--- config.mk ---
export PLATFORM = sky130hd
export DESIGN_NAME = grid_deposit_ctrl
export DESIGN_NICKNAME = d
export VERILOG_FILES = /design/src/rtl/grid_deposit_ctrl_pkg.sv /design/src/rtl/grid_hazard_cam.sv /design/src/rtl/grid_deposit_ctrl.sv
export SDC_FILE = /design/constraint.sdc
export NUM_CORES = 2
export LEC_CHECK = 0
export CORE_MARGIN = 1
export CORE_UTILIZATION = 59
export DETAILED_ROUTE_END_ITERATION = 16
export PLACE_DENSITY = 0.84
export SETUP_SLACK_MARGIN = 0.02
export SYNTH_ARGS = -nofsm -noshare
export SYNTH_HDL_FRONTEND = slang
export SYNTH_SLANG_ARGS = --single-unit
export TNS_END_PERCENT = 20
--- constraint.sdc ---
create_clock -name clk -period 10.2 [get_ports clk]
set_input_delay 2.04 -clock clk [delete_from_list [all_inputs] [get_ports clk]]
set_output_delay 2.04 -clock clk [all_outputs]
set_load 0.005 [all_outputs]
--- src/rtl/grid_deposit_ctrl_pkg.sv ---
// Shared definitions for the charge-grid deposit path: grid address type,
// grid word width, grid_mem read latency and the deposit request bundle.
package grid_deposit_ctrl_pkg;

    localparam int unsigned PINT        = 6;   // bits per grid coordinate
    localparam int unsigned CWIDTH      = 24;  // charge word width
    localparam int unsigned GRID_RD_LAT = 4;   // grid_mem addra -> douta latency

    typedef struct packed {
        logic [PINT-1:0] y;
        logic [PINT-1:0] x;
    } addr_t;

    typedef struct packed {
        addr_t [3:0]                 addr;
        logic  [3:0][CWIDTH-1:0]     inc;
        logic  [3:0]                 mask;
    } deposit_req_t;

    // grid_mem bank of a grid point: one bank per {y,x} parity pair
    function automatic logic [1:0] bank_sel(input addr_t a);
        return {a.y[0], a.x[0]};
    endfunction

    // True when two participating lanes target the same bank
    function automatic logic bank_conflict(input addr_t [3:0] addr, input logic [3:0] mask);
        logic conflict;
        conflict = 1'b0;
        for (int i = 0; i < 4; i++) begin
            for (int j = i + 1; j < 4; j++) begin
                if (mask[i] && mask[j] && (bank_sel(addr[i]) == bank_sel(addr[j]))) begin
                    conflict = 1'b1;
                end
            end
        end
        return conflict;
    endfunction

endpackage

--- src/rtl/grid_hazard_cam.sv ---
// In-flight address tracker for the deposit scheduler. Shifts one address set
// per cycle alongside the top-level pipe and flags any overlap between the
// incoming request and a set that has not yet safely committed to the grid.
module grid_hazard_cam
    import grid_deposit_ctrl_pkg::*;
#(
    parameter int unsigned DEPTH = GRID_RD_LAT + 3
) (
    input  logic        clk,
    input  logic        rst,
    input  logic        push,
    input  addr_t [3:0] push_addr,
    input  logic  [3:0] push_mask,
    input  addr_t [3:0] req_addr,
    input  logic  [3:0] req_mask,
    output logic        match
);

    addr_t [3:0] addr_q [DEPTH];
    logic  [3:0] mask_q [DEPTH];

    // Lane masks: a cleared mask marks an empty slot, so only masks need reset
    always_ff @(posedge clk) begin
        if (rst) begin
            for (int s = 0; s < DEPTH; s++) begin
                mask_q[s] <= '0;
            end
        end else begin
            mask_q[0] <= push ? push_mask : 4'b0000;
            for (int s = 1; s < DEPTH; s++) begin
                mask_q[s] <= mask_q[s-1];
            end
        end
    end

    // Address sets shift in lockstep with the masks
    always_ff @(posedge clk) begin
        addr_q[0] <= push_addr;
        for (int s = 1; s < DEPTH; s++) begin
            addr_q[s] <= addr_q[s-1];
        end
    end

    // Any participating incoming lane equal to any participating stored lane
    always_comb begin
        match = 1'b0;
        for (int s = 0; s < DEPTH; s++) begin
            for (int i = 0; i < 4; i++) begin
                for (int j = 0; j < 4; j++) begin
                    if (mask_q[s][i] && req_mask[j] && (addr_q[s][i] == req_addr[j])) begin
                        match = 1'b1;
                    end
                end
            end
        end
    end

endmodule

--- src/rtl/grid_deposit_ctrl.sv ---
// Read-modify-write scheduler for the charge grid_mem: reads four points on
// port A, adds signed increments with saturation and writes back on port B.
// One request per cycle; stalls only on read-after-write overlap.
module grid_deposit_ctrl
    import grid_deposit_ctrl_pkg::*;
#(
    parameter int unsigned WIDTH  = CWIDTH,
    parameter int unsigned RD_LAT = GRID_RD_LAT
) (
    input  logic                  clk,
    input  logic                  rst,
    input  logic                  req_valid,
    output logic                  req_ready,
    input  addr_t [3:0]           req_addr,
    input  logic  [3:0][WIDTH-1:0] req_inc,
    input  logic  [3:0]           req_mask,
    output logic  [3:0]           mem_wea,
    output addr_t [3:0]           mem_addra,
    output logic  [3:0][WIDTH-1:0] mem_dina,
    output logic  [3:0]           mem_web,
    output addr_t [3:0]           mem_addrb,
    output logic  [3:0][WIDTH-1:0] mem_dinb,
    output logic                  mem_swap_rout,
    input  logic  [3:0][WIDTH-1:0] mem_douta,
    output logic                  idle,
    output logic                  sat_flag,
    output logic                  err_flag
);

    // Stage RD_LAT lines up with mem_douta for its entry
    localparam int unsigned NSTG = RD_LAT + 1;

    logic                   ready_q;
    logic                   hazard;
    logic                   dup;
    logic                   accept;
    logic                   push;
    logic [NSTG-1:0]        pv_q;
    addr_t [3:0]            pa_q [NSTG];
    logic  [3:0][WIDTH-1:0] pi_q [NSTG];
    logic  [3:0]            pm_q [NSTG];
    logic                   wr_valid_q;
    logic                   guard_valid_q;
    logic  [3:0][WIDTH:0]   wide;
    logic  [3:0][WIDTH-1:0] sum;
    logic  [3:0]            clamp;

    assign mem_wea       = '0;
    assign mem_dina      = '0;
    assign mem_swap_rout = 1'b1;

    assign dup       = bank_conflict(req_addr, req_mask);
    assign req_ready = ready_q & (~hazard | ~req_valid);
    assign accept    = req_valid & req_ready;
    assign push      = accept & ~dup;
    assign idle      = ~(|pv_q) & ~wr_valid_q & ~guard_valid_q;

    // Tracks pipe stages 0..RD_LAT, the write register and the post-write guard
    // slot, so a conflicting read waits until grid_mem has committed the write.
    grid_hazard_cam #(
        .DEPTH (RD_LAT + 3)
    ) u_cam (
        .clk       (clk),
        .rst       (rst),
        .push      (push),
        .push_addr (req_addr),
        .push_mask (req_mask),
        .req_addr  (req_addr),
        .req_mask  (req_mask),
        .match     (hazard)
    );

    // Saturating add of read data and increment, per lane
    always_comb begin
        wide  = '0;
        sum   = '0;
        clamp = '0;
        for (int l = 0; l < 4; l++) begin
            wide[l] = {mem_douta[l][WIDTH-1], mem_douta[l]}
                    + {pi_q[RD_LAT][l][WIDTH-1], pi_q[RD_LAT][l]};
            if (wide[l][WIDTH] != wide[l][WIDTH-1]) begin
                sum[l]   = wide[l][WIDTH] ? {1'b1, {(WIDTH-1){1'b0}}}
                                          : {1'b0, {(WIDTH-1){1'b1}}};
                clamp[l] = pm_q[RD_LAT][l];
            end else begin
                sum[l] = wide[l][WIDTH-1:0];
            end
        end
    end

    // Control: ready, read address, valid chain, sticky flags
    always_ff @(posedge clk) begin
        if (rst) begin
            ready_q       <= 1'b0;
            mem_addra     <= '0;
            pv_q          <= '0;
            wr_valid_q    <= 1'b0;
            guard_valid_q <= 1'b0;
            sat_flag      <= 1'b0;
            err_flag      <= 1'b0;
        end else begin
            ready_q       <= 1'b1;
            if (push) begin
                mem_addra <= req_addr;
            end
            pv_q          <= {pv_q[NSTG-2:0], push};
            wr_valid_q    <= pv_q[RD_LAT];
            guard_valid_q <= wr_valid_q;
            if (pv_q[RD_LAT] && (|clamp)) begin
                sat_flag <= 1'b1;
            end
            if (accept && dup) begin
                err_flag <= 1'b1;
            end
        end
    end

    // Entry payload shift pipe; validity lives in pv_q
    always_ff @(posedge clk) begin
        pa_q[0] <= req_addr;
        pi_q[0] <= req_inc;
        pm_q[0] <= req_mask;
        for (int s = 1; s < NSTG; s++) begin
            pa_q[s] <= pa_q[s-1];
            pi_q[s] <= pi_q[s-1];
            pm_q[s] <= pm_q[s-1];
        end
    end

    // Port B write register
    always_ff @(posedge clk) begin
        if (rst) begin
            mem_web   <= '0;
            mem_addrb <= '0;
            mem_dinb  <= '0;
        end else begin
            mem_web <= pv_q[RD_LAT] ? pm_q[RD_LAT] : 4'b0000;
            if (pv_q[RD_LAT]) begin
                mem_addrb <= pa_q[RD_LAT];
                mem_dinb  <= sum;
            end
        end
    end

endmodule

Yosys cells after proc, flatten, opt, wreduce, memory -nomap -nowiden --
Memory sizes are Yosys's and may differ from the RTL's. A register that Yosys moved wholly into a read port is not among the register bits. Cells that the tools add are included. W data, S select, Z words.
Storage, ports and cells: memories kept 5, logic and storage cells 552, output and inout bits 301, memory bits (writable) 1104, register bits after elaboration 158, input bits 247
Memories:
- pi_q | words 5, bits a word 96, rd ports 5, clocked after memory_dff 0, write ports 5, line grid_deposit_ctrl.sv:40 | logic [3:0][WIDTH-1:0] pi_q [NSTG];
- u_cam.addr_q | words 7, bits a word 48, rd ports 7, clocked after memory_dff 0, write ports 7, line grid_hazard_cam.sv:19 | addr_t [3:0] addr_q [DEPTH];
- pa_q | words 5, bits a word 48, rd ports 5, clocked after memory_dff 1, write ports 5, line grid_deposit_ctrl.sv:39 | addr_t [3:0] pa_q [NSTG];
- u_cam.mask_q | words 7, bits a word 4, rd ports 7, clocked after memory_dff 0, write ports 7, line grid_hazard_cam.sv:20 | logic [3:0] mask_q [DEPTH];
- pm_q | words 5, bits a word 4, rd ports 5, clocked after memory_dff 0, write ports 5, line grid_deposit_ctrl.sv:41 | logic [3:0] pm_q [NSTG];
Cells by class: reduce and logical (&&, ||, !) cells 241, $add $sub $neg 4, equality and inequality tests 122, bitwise operators 20, multiplexer cells 141
Operators by type and width (count):
- $eq A12 B12 Y1 | 112
- $logic_and A1 B1 Y1 | 238
- $mux W24 | 8
- $mux W1 | 125
- $add A24 B24 Y25 | 4
- $mux W4 | 8
- $eq A2 B2 Y1 | 6
- $or A1 B1 Y1 | 8
- $not A1 Y1 | 7
- $and A1 B1 Y1 | 5
- $reduce_or A5 Y1 | 1
- $ne A1 B1 Y1 | 4
- $reduce_or A4 Y1 | 1
- $reduce_or A2 Y1 | 1

Logic depth before layout (Yosys ltp) --
An unclocked memory read counts as a cell.
word-level depth 122, gate-level depth with buffers 16, mapped depth without buffers 13

Hierarchy --
Synthesis repeated with hierarchy kept, for this count alone.
Unflattened totals: cell total of the unflattened synthesis 4788, area total of the unflattened synthesis 52919.5 µm²
By module, submodules not included:
- grid_deposit_ctrl | area an instance 28538.6 µm², instances 1, cells an instance 2311, seq. area each 18938.2 µm²
- grid_hazard_cam | area an instance 24380.9 µm², instances 1, cells an instance 2477, seq. area each 7287.0 µm²

Least setup slack after synthesis --
OpenSTA, ideal clock, no wires.
path kind input to output, start input port req_addr[14] (netlist name), end output port req_ready, data required time 8.160 ns, buffers on the path 1, arrival time 4.256 ns, setup slack 3.904 ns, stages on the path 9, cells stage by stage buf_4 -> xnor2_1 -> nand4_1 -> nor4_1 -> or4_1 -> or4_1 -> or4_1 -> nor4_2 -> o21a_1
Between the ends: word-level cells in the longest chain between the ends 116, elaborated cells between the ends (all ways) 170, classes of those cells 28 x eq/ne; 111 x mux; 3 x bitwise; 28 x reduce/logical
RTL lines:
- from (decl) | line grid_deposit_ctrl.sv:14 | input addr_t [3:0] req_addr,
- $eq A12 B12 Y1 | line grid_hazard_cam.sv:50 | if (mask_q[s][i] && req_mask[j] && (addr_q[s][i] == req_addr[j])) begin
- $logic_and A1 B1 Y1 | line grid_hazard_cam.sv:50
- $mux W1 (108 in series) | line grid_hazard_cam.sv:50
- $mux W1 (*) (3 in series) | line grid_hazard_cam.sv:50
- $not A1 Y1 (*) | line grid_deposit_ctrl.sv:53 | assign req_ready = ready_q & (~hazard | ~req_valid);
- $or A1 B1 Y1 (*) | line grid_deposit_ctrl.sv:53
- $and A1 B1 Y1 (*) | line grid_deposit_ctrl.sv:53
- to (decl) | line grid_deposit_ctrl.sv:13 | output logic req_ready,
Every way passes the cells marked *; elsewhere a longest branch is shown, timed or not.

Worst setup path in the final report --
start input port req_addr[6] (netlist name), end output port req_ready
Between the ends: word-level cells in the longest chain between the ends 117, elaborated cells between the ends (all ways) 171, classes of those cells 28 x eq/ne; 112 x mux; 3 x bitwise; 28 x reduce/logical
RTL lines (line):
- $eq A12 B12 Y1 | grid_hazard_cam.sv:50
- $logic_and A1 B1 Y1 | grid_hazard_cam.sv:50
- $mux W1 (108 in series) | grid_hazard_cam.sv:50
- $mux W1 (*) (4 in series) | grid_hazard_cam.sv:50
- $not A1 Y1 (*) | grid_deposit_ctrl.sv:53
- $or A1 B1 Y1 (*) | grid_deposit_ctrl.sv:53
- $and A1 B1 Y1 (*) | grid_deposit_ctrl.sv:53
Marked as above.

==> flow_summary.yaml <==
floorplanning:
  rows: 104
  die_x_um: 287
  io-pin-count: 548
  start_util: 0.596
  die-area_um2: 82500
  coreArea_um2: 80500
  die_y_um: 287
outcome:
  status: "complete, no violations"
clock_network:
  clk_pin_slew_ps: 70
  cts-root-buf: "clkbuf_16"
  max-clock-path-buffers: 3
  cts_tree: "done"
  cts_setup_buffers: 0
  cts.sinks: 1070
  cts_hold_buffers: 0
  cts_buffers: 104
  htree_levels: 3
  clkLatencyLatePin_ps: 730
  ctsResizeCount: 0
place:
  place_congestion: 1.06
  post-place-ws_ps: 1990
  io_buffers: 446
  placed_cells: 5872
  hpwl_um: 115000
sta:
  rsz0062_at_grt: "false"
  hold_slack_ps: 267
  fin_setup_tns_ps: 0
  setup_violations: 0
  final.setup.worst_slack_ps: 1700
  layout_min_cycle_time_ps: 8500
  finalClockSkew_ps: 63.5
  slew_violations: 0
  max_freq_mhz: 118
  hold_violations: 0
  fin_crit_sh: 0.833
  worst_pin_slew_ps: 1390
  slew_headroom: 0.0644
routing:
  wl_per_cell_um: 27.6
  dr_total_vias: 37800
  dr.pass1.iters: 6
  drt-total-wl_um: 168000
  ant_nets: 0
  drtIter0Drc: 4406
  vias_per_cell: 6.22
  drc_errors: 0
setup_path:
  crit_path_end_kind: "primary output"
  arrival_ps: 6460
  crit_path_start_kind: "primary input"
  worstPathRequired_ps: 8160
  ff2ff_setup_slack_ps: 5720
  r2r_cells: 11
  critPathKind: "primary input to primary output"
  rr_startpoint: "pa_q[4][45]$_DFF_P_"
  r2r-end: "mem_addra[39]$_SDFFE_PP0P_"
  cp_max_fo: 23
power_and_ir_drop:
  power_density_nw_per_um2: 181
  leakagePower_nw: 20.6
  peakVddDrop_mv: 0.149
yosys:
  netlist_area_um2: 48000
  yosys_warnings: 0
  synth_cells: 4757
  yosys.area.top_type: "dfxtp_1"
  synth_seq_cells: 1070
  ys_types: 71
  async_reset_ff_frac: 0
  yosys-top-cells-area: "dfxtp_1 (45%), xnor2_1 (18%), xor2_1 (8.1%), nand4_1 (3.0%), buf_4 (2.7%)"
  seq_area_frac_synth: 0.446
  yosysTopAreaCellShare: 0.446
  syn_avg_cell_area_um2: 10.1
  synth_edf_count: 0
  synth_top_flop_cell: "dfxtp_1"
grt:
  grt_pass1_wl_um: 240000
  grt_use_total: 0.392
  overflow: 0
  grt_antenna_before_repair: 20
  grt_pass1_vias: 36100
  grt_max_degree: 90
layout:
  postLayoutCoreUtil: 0.686
  drive_gt1_frac: 0.0792
  area_growth_pct: 15.1
  fin_nets: 5265
  fin_cells: 6077
run:
  drv_cap: 0
worst_hold_path:
  whs_path_depth: 0
  hold_end: "pi_q[0][410]$_DFF_P_"
  min_from: "pi_q[0][314]$_DFF_P_"
  min_path_type: "flop to flop"
[cells by family (layout without fill, tap and decap cells)]
family | count (synthesis) | in the layout | share of synthesized area
AND/OR/NAND/NOR | 897 | 897 | 0.104
other | 2 | 115 | 0.000156
buffers and inverters | 615 | 762 | 0.0652
adder cells (fa/ha/maj) | 106 | 106 | 0.0279
XOR/XNOR | 1430 | 1430 | 0.261
flip-flops | 1070 | 1070 | 0.446
AO/OA/AOI/OAI | 536 | 536 | 0.0749
multiplexers | 101 | 101 | 0.0211
[state kept, by name, indices dropped and copies added (netlist names)]
register	count
mem_dinb	96
ready_q	1
mem_web	4
sat_flag	1
err_flag	1
pa_q	144
pm_q	20
mem_addrb	48
guard_valid_q	1
pi_q	480
wr_valid_q	1
u_cam.addr_q	192
mem_addra	48
u_cam.mask_q	28
pv_q	5
[synth_stat cells (all sizes together) (27+ instances only)]
master / instances
dfxtp: 1070
xnor2: 986
xor2: 444
buf: 313
clkbuf: 260
nand4: 234
nor4: 167
nor2: 154
nand3: 152
a21oi: 150
o21ai: 140
mux2i: 100
ha: 96
o221a: 74
nand2: 45
inv: 42
nor2b: 40
a21o: 28
nand2b: 27
o22ai: 27
[worst max-delay path by stage]
stage                  from   endpoint  slack (ps)
2_1_floorplan  req_addr[14]  req_ready        3900
3_3_place_gp    req_addr[3]  req_ready        1990
3_5_place_dp    req_addr[6]  req_ready        1990
4_1_cts        req_addr[46]  req_ready        1990
5_1_grt         req_addr[6]  req_ready        1790
6_report        req_addr[6]  req_ready        1700
[layout make-up]
class	count	area, µm²
Antenna cell	14	35.0
Clock buffer	137	2910
Clock inverter	54	694
Fill cell	5922	25300
Inverter	42	158
Multi-Input combinational cell	3171	23900
Sequential cell	1070	21400
Tap cell	1060	1330
Timing Repair Buffer	529	4850
[per-layer routing]
| metal | part of all wire | track usage | up-vias |
|---|---|---|---|
| met4 | 0.075 | 0.255 | 14 |
| met1 | 0.36 | 0.473 | 17900 |
| met5 | 0.00086 | 0.00698 | - |
| met2 | 0.42 | 0.590 | 2872 |
| met3 | 0.14 | 0.138 | 857 |
| li1 | - | - | 16200 |
[layout by cell type, fill, tap and decap left out, types with 17 or more instances in the layout]
cell and n:
o22ai_1 27, xor2_1 443, conb_1 101, inv_1 41, o21ai_0 135, mux2i_1 100, xnor2_1 985, nand4_1 234
o21a_1 17, nand2b_1 27, a21o_1 28, buf_4 83, o221a_2 72, clkdlybuf4s50_1 397, dfxtp_1 1069, clkbuf_16 105
nor2b_1 40, nor2_1 153, or4_1 26, buf_2 48, ha_1 96, nand3_1 152, nor4_1 166, a21oi_1 150
nand2_1 45
[where the power goes]
| group | total (mW) | leakage [nW] | switching, mW | internal [mW] |
|---|---|---|---|---|
| Clock | 3.99 | 1.72 | 1.75 | 2.24 |
| Combinational | 1.42 | 9.89 | 0.792 | 0.625 |
| Sequential | 4.61 | 8.95 | 0.241 | 4.37 |
[through the flow]
stage	area, µm²	power [mW]
floorplan	48400	5.63
global placement	51600	6.02
detailed placement	51600	6.05
CTS	55200	9.99
global route	55300	10.3
finish	55300	10.0
[worst max-delay path, stage by stage]
cell,delay (ps)
buf_2,800
buf_4,410
xor2_1,180
nor4_1,60
nand4_1,200
o21ai_0,130
or4_1,520
or4_1,530
nor4_2,780
o21a_1,210
clkdlybuf4s50_1,520
Power figures use the tool's default switching activity.
